<file path="config.mk">
export PLATFORM = sky130hd
export DESIGN_NAME = maze_path_reader
export DESIGN_NICKNAME = d
export VERILOG_FILES = /design/src/rtl/maze_path_reader.sv
export SDC_FILE = /design/constraint.sdc
export NUM_CORES = 1
export LEC_CHECK = 0
export ABC_AREA = 1
export CAP_MARGIN = 20
export CORE_MARGIN = 2
export CORE_UTILIZATION = 30
export CTS_CLUSTER_DIAMETER = 100
export CTS_CLUSTER_SIZE = 28
export DETAILED_ROUTE_END_ITERATION = 16
export PLACE_DENSITY_LB_ADDON = 0.12
export SLEW_MARGIN = 10
export SYNTH_ARGS = -nofsm -noshare
export SYNTH_HDL_FRONTEND = slang
export SYNTH_SLANG_ARGS = --single-unit
</file>
<file path="constraint.sdc">
create_clock -name clk -period 4 [get_ports clk]
set_input_delay 0.6 -clock clk [delete_from_list [all_inputs] [get_ports clk]]
set_output_delay 0.6 -clock clk [all_outputs]
set_load 0.02 [all_outputs]
</file>
<file path="src/rtl/maze_path_reader.sv">
// Drains the solver's path stack and replays it source-to-destination.
// Optional endpoint/wrap checking is enabled with PATH_CHECK_EN.
module maze_path_reader #(
    parameter int MAX_LEN = 256,
    parameter int LEN_W   = 9,
    parameter int COORD_W = 4
) (
    input  logic               clk,
    input  logic               rst,
    input  logic               start,
    input  logic               stk_empty,
    input  logic [1:0]         stk_dout,
    output logic               stk_pop,
    output logic               mv_valid,
    input  logic               mv_ready,
    output logic [1:0]         mv_dir,
    output logic [COORD_W-1:0] mv_row,
    output logic [COORD_W-1:0] mv_col,
    output logic               busy,
    output logic               done,
    output logic [LEN_W-1:0]   path_len,
    output logic               overflow,
    output logic               path_err
);

    typedef enum logic [1:0] {IDLE, DRAIN, EMIT, FIN} state_t;

    state_t state, state_n;

    logic [LEN_W-1:0]   cnt;
    logic [LEN_W-2:0]   idx;
    logic [1:0]         pbuf [MAX_LEN];
    logic [COORD_W-1:0] row, col;
    logic [COORD_W-1:0] nrow, ncol;
    logic [1:0]         bdir;
    logic               full;
    logic               accept;

    assign full   = (cnt == LEN_W'(MAX_LEN));
    assign accept = mv_valid && mv_ready;
    assign bdir   = pbuf[idx];

    always_ff @(posedge clk or negedge rst) begin
        if (!rst) state <= IDLE;
        else      state <= state_n;
    end

    always_comb begin
        state_n = state;
        unique case (state)
            IDLE:  if (start) state_n = DRAIN;
            DRAIN: begin
                if (stk_empty)
                    state_n = (cnt == '0) ? FIN : EMIT;
                else if (full)
                    state_n = FIN;
            end
            EMIT:  if (accept && idx == '0) state_n = FIN;
            FIN:   state_n = IDLE;
            default: state_n = IDLE;
        endcase
    end

    always_comb begin
        stk_pop = (state == DRAIN) && !stk_empty && !full;
        busy    = (state != IDLE);
        done    = (state == FIN);
    end

    // Position after applying the buffered direction to the current cell
    always_comb begin
        nrow = row;
        ncol = col;
        unique case (bdir)
            2'b00: nrow = row - 1'b1;
            2'b01: ncol = col + 1'b1;
            2'b10: ncol = col - 1'b1;
            2'b11: nrow = row + 1'b1;
            default: ;
        endcase
    end

    always_ff @(posedge clk) begin
        if (stk_pop) pbuf[cnt[LEN_W-2:0]] <= stk_dout;
    end

    always_ff @(posedge clk or negedge rst) begin
        if (!rst) begin
            cnt      <= '0;
            idx      <= '0;
            row      <= '0;
            col      <= '0;
            mv_valid <= 1'b0;
            mv_dir   <= '0;
            mv_row   <= '0;
            mv_col   <= '0;
            path_len <= '0;
            overflow <= 1'b0;
        end else begin
            if (state == IDLE && start) begin
                cnt      <= '0;
                row      <= '0;
                col      <= '0;
                path_len <= '0;
                overflow <= 1'b0;
            end
            if (state == DRAIN) begin
                if (stk_pop) cnt <= cnt + 1'b1;
                if (stk_empty) idx <= cnt[LEN_W-2:0] - 1'b1;
                if (!stk_empty && full) overflow <= 1'b1;
            end
            if (state == EMIT) begin
                if (!mv_valid) begin
                    mv_valid <= 1'b1;
                    mv_dir   <= bdir;
                    mv_row   <= nrow;
                    mv_col   <= ncol;
                end else if (mv_ready) begin
                    mv_valid <= 1'b0;
                    row      <= mv_row;
                    col      <= mv_col;
                    idx      <= idx - 1'b1;
                end
            end
            // Length is visible alongside done
            if (state != FIN && state_n == FIN) path_len <= cnt;
        end
    end

`ifdef PATH_CHECK_EN
    logic wrap;
    logic err_set;

    always_comb begin
        wrap = 1'b0;
        unique case (mv_dir)
            2'b00: wrap = (row == '0);
            2'b01: wrap = (col == '1);
            2'b10: wrap = (col == '0);
            2'b11: wrap = (row == '1);
            default: ;
        endcase
    end

    // Leaving DRAIN straight to FIN means empty or overflowed path
    always_comb begin
        err_set = 1'b0;
        if (state == EMIT && accept && wrap)
            err_set = 1'b1;
        if (state == DRAIN && state_n == FIN)
            err_set = 1'b1;
        if (state == EMIT && state_n == FIN &&
            {mv_row, mv_col} != '1)
            err_set = 1'b1;
    end

    always_ff @(posedge clk or negedge rst) begin
        if (!rst)
            path_err <= 1'b0;
        else if (state == IDLE && start)
            path_err <= 1'b0;
        else if (err_set)
            path_err <= 1'b1;
    end
`else
    assign path_err = 1'b0;
`endif

endmodule
</file>
==> flow_summary.html, run 1 <==
<table>
<tr><th>Metric</th><th>Value</th></tr>
<tr><th colspan="2">Outcome</th></tr>
<tr><td>Result of the run</td><td>completed</td></tr>
<tr><th colspan="2">Power and ir drop</th></tr>
<tr><td>Power per cell area</td><td>632 nW/µm²</td></tr>
<tr><td>Peak VDD IR</td><td>0.632 mV</td></tr>
<tr><td>P_leak</td><td>9.92 nW</td></tr>
<tr><td>Tot Pwr</td><td>17.4 mW</td></tr>
<tr><th colspan="2">Yosys</th></tr>
<tr><td>Number of distinct library cells after synthesis</td><td>45</td></tr>
<tr><td>Nets in the synthesized netlist</td><td>2427</td></tr>
<tr><td>Synth Instances</td><td>2406</td></tr>
<tr><td>Area of the mapped netlist</td><td>24800 µm²</td></tr>
<tr><td>Number of warnings reported in the yosys synthesis log</td><td>0</td></tr>
<tr><td>Avg Cell Area, Syn</td><td>10.3 µm²</td></tr>
<tr><td>Dominant register cell in the synthesized netlist</td><td>sky130_fd_sc_hd__edfxtp_1</td></tr>
<tr><td>Register bit total from synthesis</td><td>560</td></tr>
<tr><td>Proportion of synthesized chip area in sequential cells</td><td>66.7%</td></tr>
<tr><td>Post-synth ARST share</td><td>8.57%</td></tr>
<tr><td>Post-synth EDFFs</td><td>512</td></tr>
<tr><th colspan="2">CTS</th></tr>
<tr><td>Clock sink count</td><td>560</td></tr>
<tr><td>Clock buffers created by TritonCTS</td><td>28</td></tr>
<tr><td>Cts hold-fix bufs</td><td>0</td></tr>
<tr><td>Clk_lat worst skew</td><td>0.63 ns</td></tr>
<tr><td>Number of buffers on the longest clock path</td><td>3</td></tr>
<tr><td>Number of levels the H-tree was split into</td><td>1</td></tr>
<tr><td>TritonCTS clock tree</td><td>built</td></tr>
<tr><td>Clock-pin slew on the worst setup and hold paths</td><td>0.10 ns</td></tr>
<tr><td>Clk root buf</td><td>sky130_fd_sc_hd__clkbuf_16</td></tr>
<tr><td>Post-CTS setup-driven buffer insertion count</td><td>0</td></tr>
<tr><th colspan="2">Final layout</th></tr>
<tr><td>Top library cells by usage in the layout, fill and taps aside</td><td>sky130_fd_sc_hd__nand2_1, sky130_fd_sc_hd__edfxtp_1, sky130_fd_sc_hd__nor2_1</td></tr>
<tr><td>Post-route cell area</td><td>27500 µm²</td></tr>
<tr><td># fillers</td><td>8377</td></tr>
<tr><td>Leading cell type in the layout, fill and taps excluded</td><td>sky130_fd_sc_hd__nand2_1</td></tr>
<tr><td>Util after Layout</td><td>33.5%</td></tr>
<tr><td>Layout cells sized above 1</td><td>7.55%</td></tr>
<tr><td>Number of nets in the finished design</td><td>2424</td></tr>
<tr><td>Area growth from synthesis to layout</td><td>10.7%</td></tr>
<tr><td>ANT cells</td><td>0</td></tr>
<tr><td>Final Instance Count excl. Fillers</td><td>3495</td></tr>
<tr><th colspan="2">Floorplan</th></tr>
<tr><td>Overall die height</td><td>292 µm</td></tr>
<tr><td>Floorplan die width</td><td>292 µm</td></tr>
<tr><td>Initial core utilization</td><td>30.3%</td></tr>
<tr><td>Area of the placeable core</td><td>82000 µm²</td></tr>
<tr><td>Top-level port count</td><td>32</td></tr>
<tr><td>Row count</td><td>105</td></tr>
<tr><td>Overall die area</td><td>85100 µm²</td></tr>
<tr><th colspan="2">Drt</th></tr>
<tr><td>Detailed-route DRC error count</td><td>0</td></tr>
<tr><td>Routed via count</td><td>17100</td></tr>
<tr><td>Iteration-0 DRC Markers</td><td>1317</td></tr>
<tr><td>Antenna-violating nets left</td><td>0</td></tr>
<tr><td>Drt first pass iters</td><td>5</td></tr>
<tr><td>Routed wire length</td><td>77400 µm</td></tr>
<tr><td>Average via count per standard cell</td><td>4.89</td></tr>
<tr><td>Routed length per instance</td><td>22.1 µm</td></tr>
<tr><th colspan="2">Placement</th></tr>
<tr><td>Last weighted congestion value of the routability-driven placer</td><td>0.781</td></tr>
<tr><td>Placed wire-length estimate</td><td>46200 µm</td></tr>
<tr><td>Cell area after placement</td><td>26500 µm²</td></tr>
<tr><td>Placed Cells incl. Taps</td><td>3443</td></tr>
<tr><td>Setup slack at placement</td><td>0.308 ns</td></tr>
<tr><td>Number of port buffers</td><td>30</td></tr>
<tr><th colspan="2">STA</th></tr>
<tr><td>Share of the clock period used by the worst path after layout</td><td>92.6%</td></tr>
<tr><td>Final Hold Slack</td><td>0.0674 ns</td></tr>
<tr><td>Worst-Margin Slew</td><td>1.01 ns</td></tr>
<tr><td>Clock period minus worst slack</td><td>3.70 ns</td></tr>
<tr><td>Setup clock skew after layout</td><td>0.0297 ns</td></tr>
<tr><td>Final hold violation count</td><td>0</td></tr>
<tr><td>Final setup margin</td><td>0.297 ns</td></tr>
<tr><td>Highest clock rate</td><td>270 MHz</td></tr>
<tr><td>RSZ-0062 raised after global routing</td><td>no</td></tr>
<tr><td>Worst slew margin relative to its limit</td><td>32.2%</td></tr>
<tr><td>Max-slew violation total from the final report</td><td>0</td></tr>
<tr><td>Setup Viol. Count Final</td><td>0</td></tr>
<tr><td>Post-Route Setup TNS</td><td>0 ns</td></tr>
<tr><th colspan="2">Critical path</th></tr>
<tr><td>Critical path peak fanout</td><td>12</td></tr>
<tr><td>Cell family with the largest share of critical-path delay</td><td>buffers and inverters</td></tr>
<tr><td>Type of the worst setup path</td><td>register to primary output</td></tr>
<tr><td>Critical Path Source Type</td><td>register</td></tr>
<tr><td>Slowest cell on the critical path</td><td>sky130_fd_sc_hd__dfrtp_1</td></tr>
<tr><td>Combined buffer and inverter count along the critical path</td><td>4</td></tr>
<tr><td>Ordered cell list for the critical path</td><td>inv_1 &gt; nand2_2 &gt; nor2_2 &gt; nand2_1 &gt; nor2_2 &gt; inv_4 &gt; nand2_8 &gt; inv_4 &gt; clkdlybuf4s50_1</td></tr>
<tr><td>CP Capture Type</td><td>primary output</td></tr>
<tr><td>Data arrival time at the worst-slack endpoint</td><td>3.10 ns</td></tr>
<tr><td>Delay of the slowest cell on the worst path</td><td>0.76 ns</td></tr>
<tr><td>Required @ worst endpoint</td><td>3.40 ns</td></tr>
<tr><th colspan="2">GRT</th></tr>
<tr><td>Number of antenna violations at the first check in global routing</td><td>0</td></tr>
<tr><td>Vias in the first global route</td><td>17600</td></tr>
<tr><td>Maximum number of pins on one net before global-route repair</td><td>105</td></tr>
<tr><td>Aggregate global routing overflow</td><td>0</td></tr>
<tr><td>GRT Resource Usage Total</td><td>18.0%</td></tr>
<tr><td>Wire length of the first global-routing pass</td><td>114000 µm</td></tr>
<tr><th colspan="2">Worst hold path</th></tr>
<tr><td>Min-Delay Path Class</td><td>primary input to asynchronous set/reset pin</td></tr>
<tr><th colspan="2">Run</th></tr>
<tr><td>Number of max-cap violations</td><td>0</td></tr>
</table>
==> final timing paths <==
path	start	endpoint	slack (ns)	depth (start not counted)
min in group clk	overflow$_DFF_PN0_	overflow$_DFF_PN0_	0.51	2
max in group asynchronous	rst	row[2]$_DFF_PN0_	3.16	2
setup reg to reg	idx[1]$_DFF_PN0_	mv_col[2]$_DFFE_PN0P_	0.31	26
hold reg to reg	overflow$_DFF_PN0_	overflow$_DFF_PN0_	0.51	2
setup / recovery	cnt[3]$_DFF_PN0_	stk_pop	0.30	9
hold / removal	rst	path_len[1]$_DFFE_PN0P_	0.07	1
==> registers in the layout, indices dropped and copies added, names as in the netlist <==
register  count
cnt           9
col           4
idx           8
mv_col        4
mv_dir        2
mv_row        4
mv_valid      1
overflow      1
path_len      9
pbuf        512
row           4
state         2
==> routing by layer <==
metal	GRT usage, %	routed length (µm)	part of all wire [%]	vias up
li1	-	-	-	8101
met1	24.9	35500	46	8530
met2	30.3	36400	47	376
met3	1.99	3490	4.5	98
met4	4.60	1940	2.5	0
met5	0	0	0	-
==> synth_stat cells, types with 6 or more instances <==
master	count	area (µm²)
sky130_fd_sc_hd__inv_2	8	30.0
sky130_fd_sc_hd__dfrtp_1	48	1200
sky130_fd_sc_hd__nor2_2	6	37.5
sky130_fd_sc_hd__edfxtp_1	512	15400
sky130_fd_sc_hd__inv_1	82	308
sky130_fd_sc_hd__nand2_1	769	2890
sky130_fd_sc_hd__ha_1	13	163
sky130_fd_sc_hd__nand3_2	10	100
sky130_fd_sc_hd__xnor2_1	6	52.6
sky130_fd_sc_hd__o211ai_1	13	97.6
sky130_fd_sc_hd__nor2_1	328	1230
sky130_fd_sc_hd__a21oi_1	69	345
sky130_fd_sc_hd__nand3_1	273	1370
sky130_fd_sc_hd__clkbuf_1	37	139
sky130_fd_sc_hd__nor3_1	6	30.0
sky130_fd_sc_hd__o31ai_1	6	45.0
sky130_fd_sc_hd__buf_4	36	270
sky130_fd_sc_hd__o21ai_0	56	280
sky130_fd_sc_hd__buf_2	59	295
==> kinds of logic after synthesis <==
| kind of cell | count (synthesis) | synth area share [%] |
|---|---|---|
| fa+ha+maj | 14 | 0.735 |
| simple gates | 1416 | 23.7 |
| xor+xnor | 9 | 0.317 |
| compound gates | 168 | 3.84 |
| buf+inv | 238 | 4.63 |
| flops | 560 | 66.7 |
| other cells | 1 | 0.0151 |
==> what timing repair did <==
action	in CTS	in global routing
setup endpoints to repair	0	2
hold endpoints to repair	0	0
resized for setup	0	1
==> report_power, final <==
| group | internal [mW] | switching [mW] |
|---|---|---|
| Combinational | 2.28 | 4.87 |
| Sequential | 6.53 | 0.164 |
| Clock | 1.47 | 2.06 |
==> layout make-up <==
| class | instances | area, µm² | share of cell area (%) |
|---|---|---|---|
| clock buffers | 38 | 782 | 2.84 |
| clock inverters | 14 | 158 | 0.574 |
| inverters | 96 | 375 | 1.37 |
| multi-input cells | 1608 | 7120 | 25.9 |
| flip-flops and latches | 560 | 16600 | 60.3 |
| well taps | 1070 | 1340 | 4.87 |
| repair buffers | 109 | 1140 | 4.13 |
No activity file was read; power rests on OpenSTA's default activity.
==> run 2: changes to the inputs <==
==> constraint.sdc (replaced) <==
create_clock -name clk -period 3.1 [get_ports clk]
set_input_delay 0.465 -clock clk [delete_from_list [all_inputs] [get_ports clk]]
set_output_delay 0.465 -clock clk [all_outputs]
set_load 0.02 [all_outputs]
==> run 2 against run 1 <==
Against the previous run: the run now ends with negative setup slack left; first-iteration DRC count is 14% higher; critical endpoint is now mv_col[3]$_DFFE_PN0P_; cell area up 6.9%; global-route usage increased by 0.33 points; sequential share of layout area fell by 3.9 points; die area stayed put; core utilization is 2.3 points higher; worst setup slack got worse by 0.57 ns; cell count increased by 3.1%; clock-buffer cell count fell by 3; highest routed layer unchanged.
==> flow_summary.html, run 2 (same netlist as run 1, synthesis figures left out) <==
<table>
<tr><th>Metric</th><th>Value</th></tr>
<tr><th colspan="2">Outcome</th></tr>
<tr><td>Result of the run</td><td>finished with violations</td></tr>
<tr><td>Failing checks</td><td>negative setup slack</td></tr>
<tr><th colspan="2">CTS</th></tr>
<tr><td>Clk_lat worst skew</td><td>0.63 ns</td></tr>
<tr><td>Clock-pin slew on the worst setup and hold paths</td><td>0.12 ns</td></tr>
<tr><td>TritonCTS clock tree</td><td>built</td></tr>
<tr><td>Clk root buf</td><td>sky130_fd_sc_hd__clkbuf_16</td></tr>
<tr><td>Number of levels the H-tree was split into</td><td>1</td></tr>
<tr><td>Clock sink count</td><td>560</td></tr>
<tr><td>Number of buffers on the longest clock path</td><td>3</td></tr>
<tr><td>Clock buffers created by TritonCTS</td><td>27</td></tr>
<tr><th colspan="2">Placement</th></tr>
<tr><td>Number of port buffers</td><td>30</td></tr>
<tr><td>Last weighted congestion value of the routability-driven placer</td><td>0.803</td></tr>
<tr><td>Placed wire-length estimate</td><td>47600 µm</td></tr>
<tr><td>Cell area after placement</td><td>27300 µm²</td></tr>
<tr><th colspan="2">Final layout</th></tr>
<tr><td>Top library cells by usage in the layout, fill and taps aside</td><td>sky130_fd_sc_hd__nand2_1, sky130_fd_sc_hd__edfxtp_1, sky130_fd_sc_hd__nor2_1</td></tr>
<tr><td>Area growth from synthesis to layout</td><td>18.3%</td></tr>
<tr><td>Number of nets in the finished design</td><td>2530</td></tr>
<tr><td>Layout cells sized above 1</td><td>15.8%</td></tr>
<tr><td>Flip-flop count of the largest register after layout</td><td>512</td></tr>
<tr><td>Post-route cell area</td><td>29400 µm²</td></tr>
<tr><td>Leading cell type in the layout, fill and taps excluded</td><td>sky130_fd_sc_hd__nand2_1</td></tr>
<tr><th colspan="2">Floorplan</th></tr>
<tr><td>Overall die area</td><td>85100 µm²</td></tr>
<tr><td>Area of the placeable core</td><td>82000 µm²</td></tr>
<tr><td>Overall die height</td><td>292 µm</td></tr>
<tr><td>Initial core utilization</td><td>30.3%</td></tr>
<tr><td>Top-level port count</td><td>32</td></tr>
<tr><td>Row count</td><td>105</td></tr>
<tr><td>Floorplan die width</td><td>292 µm</td></tr>
<tr><th colspan="2">Critical path</th></tr>
<tr><td>Ordered cell list for the critical path</td><td>inv_12 &gt; buf_12 &gt; buf_12 &gt; buf_16 &gt; nand2_1 &gt; nand2_1 &gt; a21oi_1 &gt; nand3_2 &gt; nand3_1 &gt; nand2_2 &gt; nand3_2 &gt; nand2_2 &gt; inv_2 &gt; nand2_4 &gt; buf_6 &gt; ha_4 &gt; xnor2_1 &gt; nand3b_1 &gt; o31ai_2 &gt; o211ai_1 &gt; xor2_1 &gt; o21ai_1</td></tr>
<tr><td>Beginning of the worst register-to-register path</td><td>idx[0]$_DFF_PN0_</td></tr>
<tr><td>Combined buffer and inverter count along the critical path</td><td>6</td></tr>
<tr><td>Delay of the slowest cell on the worst path</td><td>0.61 ns</td></tr>
<tr><td>Critical path peak fanout</td><td>8</td></tr>
<tr><td>Required @ worst endpoint</td><td>3.63 ns</td></tr>
<tr><td>Number of logic stages on the critical path including buffering</td><td>22</td></tr>
<tr><td>Critical Path Source Type</td><td>register</td></tr>
<tr><td>CP Launch Point</td><td>idx[0]$_DFF_PN0_</td></tr>
<tr><td>Capturing point of the worst reg2reg path</td><td>mv_col[3]$_DFFE_PN0P_</td></tr>
<tr><td>Cell family with the largest share of critical-path delay</td><td>simple AND/OR/NAND/NOR gates</td></tr>
<tr><td>Data arrival time at the worst-slack endpoint</td><td>3.90 ns</td></tr>
<tr><td>Number of cells traversed by the worst register-to-register path</td><td>22</td></tr>
<tr><td>CP Capture Type</td><td>register</td></tr>
<tr><td>Slowest cell on the critical path</td><td>sky130_fd_sc_hd__dfrtp_4</td></tr>
<tr><td>R2R setup slack</td><td>-0.27 ns</td></tr>
<tr><td>Type of the worst setup path</td><td>register to register</td></tr>
<tr><td>End point of the critical path</td><td>mv_col[3]$_DFFE_PN0P_</td></tr>
<tr><th colspan="2">STA</th></tr>
<tr><td>Final Hold Slack</td><td>0.305 ns</td></tr>
<tr><td>Max-slew violation total from the final report</td><td>0</td></tr>
<tr><td>Share of the clock period used by the worst path after layout</td><td>109%</td></tr>
<tr><td>Final hold violation count</td><td>0</td></tr>
<tr><td>Clock period minus worst slack</td><td>3.37 ns</td></tr>
<tr><td>RSZ-0062 raised after global routing</td><td>yes</td></tr>
<tr><td>Highest clock rate</td><td>297 MHz</td></tr>
<tr><td>Setup Viol. Count Final</td><td>8</td></tr>
<tr><td>Setup clock skew after layout</td><td>0.0293 ns</td></tr>
<tr><td>Worst-Margin Slew</td><td>0.796 ns</td></tr>
<tr><td>Final setup margin</td><td>-0.271 ns</td></tr>
<tr><td>Worst slew margin relative to its limit</td><td>46.8%</td></tr>
<tr><th colspan="2">Power and ir drop</th></tr>
<tr><td>P_leak</td><td>10.8 nW</td></tr>
<tr><td>Switching power</td><td>10.2 mW</td></tr>
<tr><td>Combinational cell fraction of total power</td><td>48.8%</td></tr>
<tr><td>Clock Power Share</td><td>17.1%</td></tr>
<tr><td>Power per cell area</td><td>865 nW/µm²</td></tr>
<tr><td>Tot Pwr</td><td>25.4 mW</td></tr>
<tr><td>Peak VDD IR</td><td>0.753 mV</td></tr>
<tr><td>Switching Fraction</td><td>40.2%</td></tr>
<tr><td>Sequential Power Share</td><td>34.1%</td></tr>
<tr><td>Internal power consumption</td><td>15.2 mW</td></tr>
<tr><th colspan="2">Drt</th></tr>
<tr><td>Drt first pass iters</td><td>5</td></tr>
<tr><td>Iteration-0 DRC Markers</td><td>1498</td></tr>
<tr><td>Routed via count</td><td>17700</td></tr>
<tr><td>Average via count per standard cell</td><td>4.90</td></tr>
<tr><td>Antenna-violating nets left</td><td>0</td></tr>
<tr><td>Routed length per instance</td><td>22.1 µm</td></tr>
<tr><td>Routed wire length</td><td>79600 µm</td></tr>
<tr><td>Detailed-route DRC error count</td><td>0</td></tr>
<tr><th colspan="2">GRT</th></tr>
<tr><td>GRT Resource Usage Total</td><td>18.4%</td></tr>
<tr><td>Maximum number of pins on one net before global-route repair</td><td>146</td></tr>
<tr><td>Vias in the first global route</td><td>17900</td></tr>
<tr><td>Aggregate global routing overflow</td><td>0</td></tr>
<tr><td>Wire length of the first global-routing pass</td><td>116000 µm</td></tr>
<tr><td>Number of antenna violations at the first check in global routing</td><td>1</td></tr>
<tr><th colspan="2">Worst hold path</th></tr>
<tr><td>Min-Delay Path Class</td><td>primary input to register</td></tr>
<tr><th colspan="2">Run</th></tr>
<tr><td>Number of max-cap violations</td><td>0</td></tr>
</table>
-- run 2: cell type report --
class                      count  area (µm²)
antenna                        2        5.00
clock inverter                15         150
inverter                      96         385
sequential                   560       16600
tap                         1070        1340
multi-input combinational   1608        7620
timing repair buffer         215        2580
timing repair inverter         1        20.0
clock buffer                  35         706
fill                        8261       52600
-- run 2: how the worst min path moves through the flow --
stage                start                      end  slack [ns]  cells after the start
2_1_floorplan          rst         cnt[0]$_DFF_PN0_        0.17                      0
3_3_place_gp           rst  path_len[1]$_DFFE_PN0P_        0.46                      1
3_5_place_dp           rst  path_len[0]$_DFFE_PN0P_        0.46                      1
4_1_cts                rst         idx[0]$_DFF_PN0_        0.29                      2
5_1_grt        stk_dout[1]    pbuf[77][1]$_DFFE_PP_        0.30                      1
6_report       stk_dout[1]    pbuf[77][1]$_DFFE_PP_        0.31                      1
-- run 2: stage by stage --
stage / instances / setup slack [ns] / utilization (%) / TNS [ns]
floorplan: 2406 / 0.252 / - / 0
global placement: 3515 / -0.629 / 33.4 / -3.50
detailed placement: 3515 / -0.606 / 33.4 / -3.49
CTS: 3596 / -0.236 / 35.6 / -1.24
global route: 3600 / -0.432 / 35.8 / -2.48
finish: 3602 / -0.271 / 35.9 / -1.32
-- run 2: timing repair --
item | in CTS | in global routing
endpoints found under the hold margin | 16 | 0
cloned | 11 | 2
hold buffers | 1 | 0
gates resized for setup | 133 | 52
setup buffers | 19 | 4
pin swaps | 45 | 28
endpoints found under the setup margin | 9 | 9
-- run 2: metal layers --
layer	global-route usage, %	wire length (µm)
met2	30.8	37800
met5	0	0
met4	4.75	1860
met3	2.11	3740
met1	25.3	36300
-- run 2: power by group through the flow --
stage               sequential [mW]  combinational, mW  clock, mW
CTS                            8.67               12.1       4.48
floorplan                      8.80               5.69          0
global route                   8.70               13.4       4.72
global placement               8.82               10.2          0
detailed placement             8.82               10.2          0
finish                         8.67               12.4       4.34
==> run 3: changes to the inputs <==
--- a/config.mk
+++ b/config.mk
@@ -12,6 +12,7 @@
 export CTS_CLUSTER_DIAMETER = 100
 export CTS_CLUSTER_SIZE = 28
 export DETAILED_ROUTE_END_ITERATION = 16
+export HOLD_SLACK_MARGIN = 0.06
 export PLACE_DENSITY_LB_ADDON = 0.12
 export SLEW_MARGIN = 10
 export SYNTH_ARGS = -nofsm -noshare
==> results of run 3 <==
The final DEF is identical to that of run 2; final timing and power are the same.
